File: src/rtl/regfile_arbiter_pkg.sv
// rtl/regfile_arbiter_pkg.sv - shared widths and requester indices for the register file arbiter
package regfile_arbiter_pkg;

  localparam int DATA_W_DEF = 16;
  localparam int ADDR_W_DEF = 3;

  // Requester indices; also the encoding of the round-robin priority bit
  localparam logic REQ_A = 1'b0;
  localparam logic REQ_B = 1'b1;

endpackage

File: src/rtl/regfile_arbiter_rr.sv
// rtl/regfile_arbiter_rr.sv - two-way round-robin grant with a one-bit priority register
module rr_arbiter2
  import regfile_arbiter_pkg::*;
(
  input  logic       clk,
  input  logic       rst,
  input  logic [1:0] req,
  output logic [1:0] grant
);

  // Requester currently favoured when both are eligible
  logic prio;

  // Grant at most one eligible requester; nothing is granted while in reset
  always_comb begin
    grant = 2'b00;
    if (!rst) begin
      if (req[REQ_A] && req[REQ_B]) begin
        grant[prio] = 1'b1;
      end else if (req[REQ_A]) begin
        grant[REQ_A] = 1'b1;
      end else if (req[REQ_B]) begin
        grant[REQ_B] = 1'b1;
      end
    end
  end

  // After any grant, favour the requester that lost (or did not ask)
  always_ff @(posedge clk) begin
    if (rst) begin
      prio <= REQ_A;
    end else if (grant[REQ_A]) begin
      prio <= REQ_B;
    end else if (grant[REQ_B]) begin
      prio <= REQ_A;
    end
  end

endmodule

File: src/rtl/regfile_arbiter.sv
// rtl/regfile_arbiter.sv - shares one register file port pair between two requesters
module regfile_arbiter
  import regfile_arbiter_pkg::*;
#(
  parameter int DATA_W = DATA_W_DEF,
  parameter int ADDR_W = ADDR_W_DEF
) (
  input  logic              clk,
  input  logic              rst,

  input  logic              req_valid_a,
  output logic              req_ready_a,
  input  logic              req_we_a,
  input  logic [ADDR_W-1:0] req_addr_a,
  input  logic [DATA_W-1:0] req_wdata_a,
  output logic              resp_valid_a,
  input  logic              resp_ready_a,
  output logic [DATA_W-1:0] resp_rdata_a,

  input  logic              req_valid_b,
  output logic              req_ready_b,
  input  logic              req_we_b,
  input  logic [ADDR_W-1:0] req_addr_b,
  input  logic [DATA_W-1:0] req_wdata_b,
  output logic              resp_valid_b,
  input  logic              resp_ready_b,
  output logic [DATA_W-1:0] resp_rdata_b,

  output logic              RegWrite,
  output logic [ADDR_W-1:0] write_reg,
  output logic [DATA_W-1:0] write_data,
  output logic [ADDR_W-1:0] read_reg1,
  input  logic [DATA_W-1:0] read_data1
);

  logic [1:0]        eligible;
  logic [1:0]        grant;
  logic              accept;
  logic              sel_we;
  logic [ADDR_W-1:0] sel_addr;
  logic [DATA_W-1:0] sel_wdata;
  logic [DATA_W-1:0] resp_next;

  // A requester may compete only if its response slot is empty or draining this cycle
  assign eligible[REQ_A] = req_valid_a && (!resp_valid_a || resp_ready_a);
  assign eligible[REQ_B] = req_valid_b && (!resp_valid_b || resp_ready_b);

  rr_arbiter2 u_rr (
    .clk   (clk),
    .rst   (rst),
    .req   (eligible),
    .grant (grant)
  );

  assign req_ready_a = grant[REQ_A];
  assign req_ready_b = grant[REQ_B];
  assign accept      = |grant;

  assign sel_we    = grant[REQ_B] ? req_we_b    : req_we_a;
  assign sel_addr  = grant[REQ_B] ? req_addr_b  : req_addr_a;
  assign sel_wdata = grant[REQ_B] ? req_wdata_b : req_wdata_a;

  // Reads return register data; writes are acknowledged with zero data
  assign resp_next = sel_we ? '0 : read_data1;

  // Drive the register file ports only for the accepted request; R0 is never written
  always_comb begin
    RegWrite   = 1'b0;
    write_reg  = '0;
    write_data = '0;
    read_reg1  = '0;
    if (accept) begin
      if (sel_we) begin
        RegWrite   = (sel_addr != '0);
        write_reg  = sel_addr;
        write_data = sel_wdata;
      end else begin
        read_reg1 = sel_addr;
      end
    end
  end

  // Response slot a: load on acceptance, hold until consumed
  always_ff @(posedge clk) begin
    if (rst) begin
      resp_valid_a <= 1'b0;
      resp_rdata_a <= '0;
    end else if (grant[REQ_A]) begin
      resp_valid_a <= 1'b1;
      resp_rdata_a <= resp_next;
    end else if (resp_ready_a) begin
      resp_valid_a <= 1'b0;
    end
  end

  // Response slot b: load on acceptance, hold until consumed
  always_ff @(posedge clk) begin
    if (rst) begin
      resp_valid_b <= 1'b0;
      resp_rdata_b <= '0;
    end else if (grant[REQ_B]) begin
      resp_valid_b <= 1'b1;
      resp_rdata_b <= resp_next;
    end else if (resp_ready_b) begin
      resp_valid_b <= 1'b0;
    end
  end

endmodule

File: config.mk
export PLATFORM = sky130hd
export DESIGN_NAME = regfile_arbiter
export DESIGN_NICKNAME = d
export VERILOG_FILES = /design/src/rtl/regfile_arbiter_pkg.sv /design/src/rtl/regfile_arbiter_rr.sv /design/src/rtl/regfile_arbiter.sv
export SDC_FILE = /design/constraint.sdc
export NUM_CORES = 1
export LEC_CHECK = 0
export CORE_AREA = 2 2 75 77
export CTS_BUF_LIST = sky130_fd_sc_hd__clkbuf_16
export DETAILED_ROUTE_END_ITERATION = 7
export DIE_AREA = 0 0 77 79
export GPL_TIMING_DRIVEN = 0
export PLACE_DENSITY = 0.86
export SYNTH_ARGS = -nofsm -noshare
export SYNTH_HDL_FRONTEND = slang
export SYNTH_SLANG_ARGS = --single-unit
File: constraint.sdc
create_clock -name clk -period 2.15 [get_ports clk]
set_clock_uncertainty 0.1 [all_clocks]
set_input_delay 0.43 -clock clk [delete_from_list [all_inputs] [get_ports clk]]
set_output_delay 0.43 -clock clk [all_outputs]
set_load 0.03 [all_outputs]
==> After elaboration in Yosys (flattened, before gate mapping) <==
Cells that the tools add are included.
{ "classes": {"n_addsub": 0, "mux": 25, "reduce_logical": 13, "shift": 0, "n_eq_ne": 0, "bitwise_logic": 0, "magnitude_cmp": 2, "mul": 0, "div": 0} }
{ "op_table": {"columns": ["op", "count"], "rows": [
  ["16-bit two-way mux", 4],
  ["3-bit two-way mux", 5],
  ["1-bit two-way mux", 13],
  ["2-bit nonzero test", 3],
  ["1-bit logical AND", 4],
  ["2-bit two-way mux", 2],
  ["3-bit nonzero test", 1],
  ["1-bit logical NOT", 2],
  ["1-bit logical OR", 2],
  ["1-bit by 2-bit less-than comparator with 1-bit output, second input constant", 1],
  ["2-bit OR reduction", 1],
  ["1-bit demux with 1-bit select", 1],
  ["1-bit greater-or-equal comparator, second input constant", 1]
]} }
{ "totals": {"regBits": 35, "latchBits": 0, "mem_count": 0, "inputBits": 62, "output_inout_bits": 59, "ram_bits": 0, "elab_cells": 45, "rom_bits": 0} }

==> Depth between registers and ports, before layout <==
{ "depth": {"word_depth": 11, "ltp_mapped": 6} }

==> Modules after synthesis <==
From an unflattened synthesis, not the netlist that was laid out.
{ "unflattened": {"hier_cells": 198, "hier_area_um2": 2113.3} }
{ "modules_own_cells": {"columns": ["module", "n_inst", "seq_area_each_um2", "area_each_um2", "cells_per_inst"], "rows": [
  ["regfile_arbiter", 1, 680.7, 2052.0, 192],
  ["rr_arbiter2", 1, 20.0, 61.3, 6]
]} }

==> Worst setup path before layout <==
No wires, ideal clock.
{ "synth_path": {"path_kind": "flip-flop to output port", "from": "register resp_valid_a", "to": "output port write_data[0]", "setup_slack_ns": -0.183, "t_arrival_ns": 1.803, "t_required_ns": 1.620, "path_stages_with_launch": 7, "cell_sequence": "dfxtp_1 -> nor2b_4 -> o211a_1 -> buf_6 -> buf_2 -> nand3_1 -> a21oi_1"} }
{ "synth_via": {"elab_chain_cells": 9} }
{ "synth_lines": {"columns": ["element", "line_no", "source"], "rows": [
  ["start, declared", "regfile_arbiter.sv:16", "output logic resp_valid_a,"],
  ["start signal, assigned", "regfile_arbiter.sv:86", "resp_valid_a <= 1'b0;"],
  ["start signal, assigned", "regfile_arbiter.sv:89", "resp_valid_a <= 1'b1;"],
  ["start signal, assigned", "regfile_arbiter.sv:92", "resp_valid_a <= 1'b0;"],
  ["1-bit logical NOT (*)", "regfile_arbiter.sv:45", "assign eligible[REQ_A] = req_valid_a && (!resp_valid_a || resp_ready_a);"],
  ["1-bit logical OR (*)", "regfile_arbiter.sv:45", null],
  ["1-bit logical AND (*)", "regfile_arbiter.sv:45", null],
  ["1-bit two-way mux or 1-bit logical AND (tied branches)", "regfile_arbiter_rr.sv:20, regfile_arbiter_rr.sv:18", null],
  ["2-bit two-way mux (*)", "regfile_arbiter_rr.sv:18", "if (req[REQ_A] && req[REQ_B]) begin"],
  ["2-bit two-way mux (*)", "regfile_arbiter_rr.sv:17", "if (!rst) begin"],
  ["16-bit two-way mux or 1-bit two-way mux (tied branches)", "regfile_arbiter.sv:61, regfile_arbiter.sv:59", null],
  ["16-bit two-way mux", "regfile_arbiter.sv:73", "if (sel_we) begin"],
  ["16-bit two-way mux (*)", "regfile_arbiter.sv:72", "if (accept) begin"],
  ["end, declared", "regfile_arbiter.sv:31", "output logic [DATA_W-1:0] write_data,"]
]} }
Every way passes the cells marked *; elsewhere a longest branch is shown, timed or not.

==> Worst setup path after layout <==
{ "layout_path": {"from": "input port req_we_b", "to": "output port RegWrite"} }
{ "layout_via": {"elab_chain_cells": 3} }
{ "layout_lines": {"columns": ["element", "line_no", "source"], "rows": [
  ["start, declared", "regfile_arbiter.sv:22", "input logic req_we_b,"],
  ["1-bit two-way mux", "regfile_arbiter.sv:59", "assign sel_we = grant[REQ_B] ? req_we_b : req_we_a;"],
  ["1-bit two-way mux", "regfile_arbiter.sv:73", null],
  ["1-bit two-way mux", "regfile_arbiter.sv:72", null],
  ["end, declared", "regfile_arbiter.sv:29", "output logic RegWrite,"]
]} }
No other way between the ends.

==> impl_metrics.json <==
{
  "dp_hpwl_mm": 5.32,
  "synth_top_flop_cell": "dfxtp_1",
  "yosys_warnings": 0,
  "numPortBuffers": 120,
  "r2r_end": "resp_rdata_a[8]",
  "grt.overflow.total": 0,
  "cts.hold.buffers_added": 0,
  "die_w_um": 77,
  "drc": 0,
  "track_usage_pct": 24.8,
  "cts_tree": "built",
  "post_dp_cell_area_sq_mm": 0.00336,
  "synthTopCellsByCount": "o21ai_0, a21oi_1, dfxtp_1, nand3_1, nand2_1",
  "fin_nets": 442,
  "cts_inserted_buffers": 5,
  "wl_per_cell_um": 16.8,
  "r2r_cells": 7,
  "synth_top_area_share_pct": 37.6,
  "synth.distinct_cells": 29,
  "synth_edf_count": 0,
  "synth_top_cell_by_area": "dfxtp_1",
  "worst_ep_required_time_ns": 1.62,
  "violations": "setup timing",
  "yosysSeqAreaShare_pct": 37.6,
  "max-slew-margin-rel_pct": 69.1,
  "reg2reg_slack_ns": 0.56,
  "multiInputGateArea_sq_mm": 0.00126,
  "ant_nets": 0,
  "critPathMostFrequentCell": "buf_6",
  "diodes": 0,
  "path_cells": "clkdlybuf4s50_1 > clkinv_2 > nor2_2 > a32oi_4 > buf_6 > a211oi_4 > buf_6",
  "finalSetupViolations": 23,
  "syn_avg_cell_area_sq_um": 7.71,
  "row_count": 27,
  "ys_ff_latch": 35,
  "tns_ns": -3.36,
  "async_reset_ff_share_pct": 0,
  "antenna_found_initial": 0,
  "drive_above_1_share_pct": 29.5,
  "seq_area_sq_um": 704,
  "critical_path_buf_inv_count": 4,
  "htreeDepth": 2,
  "preCtsSetupSlack_ns": -1.11,
  "synth_fp_nets": 304,
  "wl_mm": 7.60,
  "maxCapViolCount": 0,
  "cp-start-kind": "input pin",
  "min_to": "resp_rdata_a[14]",
  "synthCells": 242,
  "synthTopCellsByArea": "dfxtp_1, o21ai_0, a21oi_1",
  "r2r-start": "resp_valid_b",
  "final_util_pct": 69.7,
  "finalHoldViolations": 0,
  "critical_path_depth": 7,
  "outcome": "complete, but fails checks",
  "min_from": "resp_rdata_a[14]",
  "floorplan.die_area_sq_mm": 0.00608,
  "path_clk_slew_ns": 0.05,
  "dr.pass1.iters": 4,
  "layout_min_cycle_time_ns": 2.36,
  "fmax_ghz": 0.424,
  "clk_path_buf_depth": 2,
  "io_pins": 121,
  "cp_slowest_cell": "clkdlybuf4s50_1",
  "synthToLayoutAreaGrowth_pct": 99.4,
  "path_max_fanout": 5,
  "cp.arrival_ns": 1.83,
  "path_delay_family": "buffers and inverters",
  "power_w": 0.00202,
  "max_stage_delay_ns": 0.55,
  "leakage_nw": 1.30,
  "fp.dieH_um": 79,
  "pwr_density_cell_mw_per_mm2": 543,
  "worst_pin_slew_ns": 0.463,
  "vias_per_cell": 5.45,
  "clkSinkCount": 35,
  "drt-initial-drc-count": 79,
  "core_region_area_sq_mm": 0.00534,
  "grt_pass1_vias": 2403,
  "whs_path_depth": 2,
  "gp_congestion": 0.774,
  "hold_class": "flop to flop",
  "vias": 2464,
  "cp-end-kind": "output pin",
  "ctsRootBufferMaster": "clkbuf_16",
  "maxSlewViolCount": 0,
  "crit_type": "input pin to output pin",
  "final_area_sq_mm": 0.00372,
  "fill_cells": 426,
  "timing.final.ws_setup_ns": -0.207,
  "clkLatencyLatePin_ns": 0.27,
  "grt_pass1_wl_mm": 12.0,
  "grt_max_degree": 11,
  "timing.final.crit_share_pct": 110,
  "ir_drop_mv": 0.535,
  "netlist_area_sq_mm": 0.00187,
  "start_util_pct": 35.0,
  "yosysMostFrequentCell": "o21ai_0",
  "rsz0062_at_grt": "true"
}
-- layer usage --
metal | up-vias | part of all wire [%] | global-route usage [%]
met2 | 118 | 52 | 46.2
met5 | - | 0 | 0
met1 | 1178 | 38 | 27.7
met3 | 8 | 9.5 | 6.36
li1 | 1160 | - | -
met4 | 0 | 0.87 | 7.50
-- sequential cells by signal, indices dropped and copies added, names as in the netlist --
register      cells
resp_rdata_a     16
resp_rdata_b     16
resp_valid_a      1
resp_valid_b      1
u_rr.prio         1
-- worst max path at each step --
stage / start / to
finish: req_we_b / RegWrite
global route: req_we_b / RegWrite
floorplan: resp_ready_b / RegWrite
CTS: resp_valid_b / RegWrite
global placement: req_valid_a / write_reg[1]
detailed placement: req_valid_a / write_data[3]
-- metrics by stage --
| stage | hold WS, ns | instances |
|---|---|---|
| finish | 0.359 | 452 |
| global route | 0.382 | 452 |
| CTS | 0.363 | 452 |
| detailed placement | 0.346 | 434 |
| global placement | 0.342 | 434 |
| floorplan | 0.436 | 242 |
-- area by class of cell --
cell class,instances,area share [%]
timing repair buffer,131,35.2
multi-input combinational,177,33.8
sequential,35,18.9
buffer,27,5.65
clock buffer,5,3.36
tap,72,2.42
inverter,3,0.404
clock inverter,2,0.235
-- report_power, final --
group          total [W]  internal, W  switching [W]
sequential      0.000691     0.000676      0.0000147
clock           0.000659     0.000415       0.000244
combinational   0.000671     0.000310       0.000361
-- cell usage in the layout (no fill, tap or decap), types with 5 or more instances in the layout --
| cell | count |
|---|---|
| buf_4 | 11 |
| o21ai_1 | 13 |
| buf_2 | 9 |
| nand3_1 | 35 |
| o21ai_2 | 7 |
| clkbuf_16 | 5 |
| a21oi_2 | 5 |
| clkdlybuf4s50_1 | 90 |
| a21oi_4 | 14 |
| nand4_1 | 16 |
| nand2_1 | 17 |
| buf_6 | 35 |
| a21oi_1 | 17 |
| dfxtp_1 | 32 |
| clkbuf_1 | 5 |
| o21ai_0 | 30 |
-- cells by family (layout without fill, tap and decap cells) --
| family | count (synthesis) | count (layout) | share of synthesized area [%] |
|---|---|---|---|
| AND/OR/NAND/NOR | 80 | 80 | 22.6 |
| buffers and inverters | 30 | 168 | 9.66 |
| AO/OA/AOI/OAI | 97 | 97 | 30.2 |
| flip-flops | 35 | 35 | 37.6 |
-- timing repair --
action,CTS,global route
pin swaps,4,0
gates resized for setup,232,10
endpoints found under the setup margin,25,25
setup buffers,10,0
gates cloned,1,0
-- worst register-to-register path, delay by kind of cell, from the launching register on --
kind | cells | cell delay, ns
DFF | 1 | 0.34
buffers and inverters | 3 | 0.48
AOI/OAI and AO/OA | 2 | 0.43
and+or+nand+nor | 2 | 0.15
No activity file was read; power rests on OpenSTA's default activity.
==> RTL edit 1, RTL diff (config.mk and constraints unchanged) <==
The package constant `ADDR_W_DEF` goes from 3 to 5.
--- a/src/rtl/regfile_arbiter_pkg.sv
+++ b/src/rtl/regfile_arbiter_pkg.sv
@@ -2,7 +2,7 @@
 package regfile_arbiter_pkg;
 
   localparam int DATA_W_DEF = 16;
-  localparam int ADDR_W_DEF = 3;
+  localparam int ADDR_W_DEF = 5;
 
   // Requester indices; also the encoding of the round-robin priority bit
   localparam logic REQ_A = 1'b0;
Ports: changed (resized read_reg1, req_addr_a, req_addr_b and write_reg); port bits go from 121 to 129. No check against the original RTL was run, so the function may have changed too.
==> RTL edit 1 against the original RTL <==
The run still ends with negative setup slack left; wire length up 29%; sequential cell count unchanged; worst setup slack worse by 110 ps; area after synthesis down 0.13%; core utilization up 11 points; global-route usage up 4.0 points; total power up 8.4%; register-to-register slack worse by 410 ps; design area up 16%; synthesized cell count up 5.8%; non-clock buffer count up 23; sequential share of layout area down 2.5 points; largest power group is now combinational logic.
==> RTL edit 1: results (changes against the original RTL) <==
* Largest net degree at the start of global routing at 11 (unchanged)
* Hold endpoint: resp_rdata_a[3]$_SDFFE_PP0P_ (was resp_rdata_a[14]$_SDFFE_PP0P_)
* H-tree depth at 2 (unchanged)
* Pleak at 1.50 nW (was 1.30 nW)
* Worst vdd ir at 0.000645 V (was 0.000535 V)
* Post-synth ARST share at 0 (unchanged)
* Via-per-instance ratio at 5.71 (was 5.45)
* Synth Area in Compound Gates at 0.312 (was 0.302)
* Top cells by count, synth: 54 x o21ai_0, 39 x a21oi_1, 37 x nand3_1 (was 48 x o21ai_0, 36 x a21oi_1, 35 x dfxtp_1, 35 x nand3_1, 17 x nand2_1)
* First-pass GRT wire length at 13.9 mm (was 12.0 mm)
* Outcome: finished, violations left (unchanged)
* Mean post-synth cell area at 7.28 um^2 (was 7.71 um^2)
* GPL Wtd Cong at 0.755 (was 0.774)
* CP max FO at 3 (was 5)
* Worst path slowest cell: or4_4 (was clkdlybuf4s50_1)
* Reg2reg path depth at 8 (was 7)
* Gr usage total at 0.288 (was 0.248)
* Vias in the first global route at 2698 (was 2403)
* Placed insts at 456 (was 434)
* R2r setup slk at 150 ps (was 560 ps)
* Nets at 483 (was 442)
* Syn_nets at 322 (was 304)
* IO buf count at 128 (was 120)
* Vias at 2806 (was 2464)
* GR Util met2 at 0.525 (was 0.462)
* Largest stage delay on the critical path at 530 ps (was 550 ps)
* Initial DRC Count at 157 (was 79)
* Fill cells at 314 (was 426)
* Layout cells sized above 1 at 0.373 (was 0.295)
* First-pass detailed-route iteration total at 4 (unchanged)
* Met3 Usage GRT at 0.0761 (was 0.0636)
* Ys Warns at 0 (unchanged)
* Met1 GRT Util at 0.314 (was 0.277)
* Seq/Total Area, Yosys at 0.376 (about the same)
* WL met1 at 3.62 mm (was 2.89 mm)
* Post-route setup TNS at -5720 ps (was -3360 ps)
* Violated checks: negative setup slack (unchanged)
* Min-Delay Startpoint: resp_rdata_a[3]$_SDFFE_PP0P_ (was resp_rdata_a[14]$_SDFFE_PP0P_)
* Ranking of synthesized cells by area: dfxtp_1 38%, o21ai_0 15%, a21oi_1 10% (was dfxtp_1 38%, o21ai_0 13%, a21oi_1 9.7%)
* HPWL Detailed at 5.77 mm (was 5.32 mm)
* Initial antenna violation count at 1 (was 0)
* Worst slew pin tran at 506 ps (was 463 ps)
* Met3 WL at 834 um (was 721 um)
* Setup-failing EPs final at 28 (was 23)
* WP data arrival at 1940 ps (was 1830 ps)
* Routed wire length at 9.81 mm (was 7.60 mm)
* Routed wl met2 at 4.99 mm (was 3.92 mm)
* Routed Antenna Nets at 0 (unchanged)
* Dpl cell area at 0.00351 mm^2 (was 0.00336 mm^2)
* Smallest setup slack after layout at -317 ps (was -207 ps)
* Synth unique cells at 26 (was 29)
* CP delay by family, top: buffers and inverters (unchanged)
* Setup WS pre-CTS at -1330 ps (was -1110 ps)
* Ys flop type: dfxtp_1 (unchanged)
* Reg2reg end: resp_rdata_a[8]$_SDFFE_PP0P_ (unchanged)
* DR top layer: met4 (unchanged)
-- RTL edit 1: metrics by stage --
stage | hold slack [ps] | utilization
2_1_floorplan | 401 | -
3_3_place_gp | 347 | 0.658
3_5_place_dp | 351 | 0.658
4_1_cts | 364 | 0.771
5_1_grt | 384 | 0.807
6_report | 363 | 0.807
-- RTL edit 1: worst max path at each step --
stage | start | endpoint | cells past startpoint
after global placement | resp_ready_b | write_data[8] | 7
final | req_addr_a[0] | RegWrite | 5
after CTS | resp_valid_b$_SDFFE_PP0P_ | RegWrite | 7
after detailed placement | rst | write_data[12] | 7
after floorplan | resp_ready_b | write_data[0] | 5
after global routing | req_addr_a[0] | RegWrite | 5
-- RTL edit 1: what timing repair did --
action / in CTS / in global routing
pin swaps: 17 / 11
gates cloned: 3 / 2
buffers inserted: 14 / 8
resized for setup: 311 / 37
endpoints found under the setup margin: 30 / 29
hold endpoints to repair: 0 / 0
-- RTL edit 1: final cells by class --
cell class | count | area [um^2] | share of cell area
multi-input combinational | 190 | 1560 | 0.362
inverter | 4 | 16.3 | 0.00378
clock inverter | 3 | 12.5 | 0.00291
sequential | 35 | 709 | 0.165
tap | 72 | 90.1 | 0.0209
timing repair buffer | 155 | 1590 | 0.369
buffer | 26 | 203 | 0.0471
antenna | 1 | 2.50 | 0.000581
clock buffer | 5 | 125 | 0.0291
-- RTL edit 1: cell families (layout without fill, tap and decap cells) --
logic type	after synthesis	after routing
AND/OR/NAND/NOR	86	86
buffers and inverters	31	193
flip-flops	35	35
other	0	1
AO/OA/AOI/OAI	104	104
-- RTL edit 1: power by group --
part	internal, mW	switching, mW	total [mW]
clock network	0.418	0.245	0.662
logic	0.388	0.448	0.836
registers	0.675	0.0169	0.692
==> RTL edit 2, RTL diff (same settings) <==
Made on the original files. Make the reset (`rst`) asynchronous in 3 clocked blocks.
--- a/src/rtl/regfile_arbiter_rr.sv
+++ b/src/rtl/regfile_arbiter_rr.sv
@@ -26,7 +26,7 @@
   end
 
   // After any grant, favour the requester that lost (or did not ask)
-  always_ff @(posedge clk) begin
+  always_ff @(posedge clk or posedge rst) begin
     if (rst) begin
       prio <= REQ_A;
     end else if (grant[REQ_A]) begin
--- a/src/rtl/regfile_arbiter.sv
+++ b/src/rtl/regfile_arbiter.sv
@@ -81,7 +81,7 @@
   end
 
   // Response slot a: load on acceptance, hold until consumed
-  always_ff @(posedge clk) begin
+  always_ff @(posedge clk or posedge rst) begin
     if (rst) begin
       resp_valid_a <= 1'b0;
       resp_rdata_a <= '0;
@@ -94,7 +94,7 @@
   end
 
   // Response slot b: load on acceptance, hold until consumed
-  always_ff @(posedge clk) begin
+  always_ff @(posedge clk or posedge rst) begin
     if (rst) begin
       resp_valid_b <= 1'b0;
       resp_rdata_b <= '0;
Function: differs if rst is asserted again (counterexample within 4 cycles, from zero or initial values and one cycle with rst high); with rst held inactive, the same outputs for 10 cycles.
==> RTL edit 2 against the original RTL <==
Area after synthesis rose by 0.47%; largest power group is now combinational logic; highest routed layer unchanged; worst setup slack improved by 150 ps; largest cell class unchanged; sequential cell count did not move; total power rose by 31%; synthesized cell count fell by 25%; the run still ends with negative setup slack left; non-clock buffer count fell by 2; die area did not move; combinational power rose by 65%; via count fell by 16%; core utilization rose by 2.0 points; design area rose by 2.9%; wire length rose by 0.80%; critical path depth rose by 1.
==> RTL edit 2: results (changes against the original RTL) <==
* Worst setup endpoint: write_data[10] (was RegWrite)
* Outcome: finished, violations left (unchanged)
* Dpl cell area at 0.00340 mm^2 (was 0.00336 mm^2)
* Met3 Usage GRT at 0.0602 (was 0.0636)
* Pleak at 1.70 nW (was 1.30 nW)
* Worst path slowest cell: clkdlybuf4s15_2 (was clkdlybuf4s50_1)
* Seq/Total Area, Yosys at 0.467 (was 0.376)
* IO buf count at 119 (was 120)
* Smallest setup slack after layout at -57.7 ps (was -207 ps)
* CP startpoint: rst (was req_we_b)
* Worst R2R Start: u_rr.prio$_DFFE_PP0P_ (was resp_valid_b$_SDFFE_PP0P_)
* Largest stage delay on the critical path at 260 ps (was 550 ps)
* Post-synth ARST share at 1.00 (was 0)
* Met3 WL at 499 um (was 721 um)
* Gr usage total at 0.246 (was 0.248)
* R2r setup slk at 450 ps (was 560 ps)
* WL met1 at 2.88 mm (was 2.89 mm)
* Routed wire length at 7.66 mm (was 7.60 mm)
* Setup-failing EPs final at 20 (was 23)
* Syn_nets at 244 (was 304)
* Synth unique cells at 28 (was 29)
* Ys flop type: dfrtp_1 (was dfxtp_1)
* Layout cells sized above 1 at 0.367 (was 0.295)
* Vias in the first global route at 2164 (was 2403)
* Violated checks: negative setup slack (unchanged)
* Vias at 2075 (was 2464)
* Worst slew pin tran at 806 ps (was 463 ps)
* WP data arrival at 1680 ps (was 1830 ps)
* Setup WS pre-CTS at -1610 ps (was -1110 ps)
* Worst hold path type: primary input to async pin (was flop to flop)
-- RTL edit 2: kinds of logic (layout without fill, tap and decap cells) --
logic type,Yosys count,count (layout),synth area share
and+or+nand+nor,52,52,0.173
AOI/OAI and AO/OA,61,61,0.210
muxes,16,16,0.0961
buffers and inverters,18,168,0.0541
DFF,35,35,0.467
-- RTL edit 2: power by group through the flow --
stage | combinational (mW) | sequential [mW] | clock (mW)
after floorplan | 0.326 | 1.08 | 0
after global placement | 1.02 | 0.849 | 0
after detailed placement | 1.04 | 0.854 | 0
after CTS | 1.09 | 0.846 | 0.711
after global routing | 1.16 | 0.861 | 0.738
final | 1.11 | 0.847 | 0.695
-- RTL edit 2: stage by stage --
step | TNS, ps | cells | util | hold slack [ps]
4_1_cts | -467 | 398 | 0.705 | 280
6_report | -886 | 404 | 0.717 | 332
3_5_place_dp | -61840 | 373 | 0.637 | 397
5_1_grt | -1670 | 404 | 0.717 | 390
2_1_floorplan | -2440 | 182 | - | 308
3_3_place_gp | -60480 | 373 | 0.637 | 392
-- RTL edit 2: cell type report --
cell class	instances	share of cell area
multi-input cells	129	0.298
flip-flops and latches	35	0.229
well taps	72	0.0235
clock inverters	3	0.00523
repair buffers	143	0.371
plain buffers	13	0.0347
inverters	3	0.00491
repair inverters	1	0.00131
clock buffers	5	0.0327
-- RTL edit 2: timing repair --
item / 4_1_cts / 5_1_grt
setup buffers: 13 / 7
hold buffers: 0 / 0
resized for setup: 204 / 8
pin swaps: 10 / 6
setup endpoints to repair: 59 / 25
cloned: 5 / 0
-- RTL edit 2: worst max-delay path, delay by kind of cell --
family | cells | cell delay (ps)
buffers and inverters | 5 | 800
and+or+nand+nor | 2 | 200
AOI/OAI and AO/OA | 1 | 250
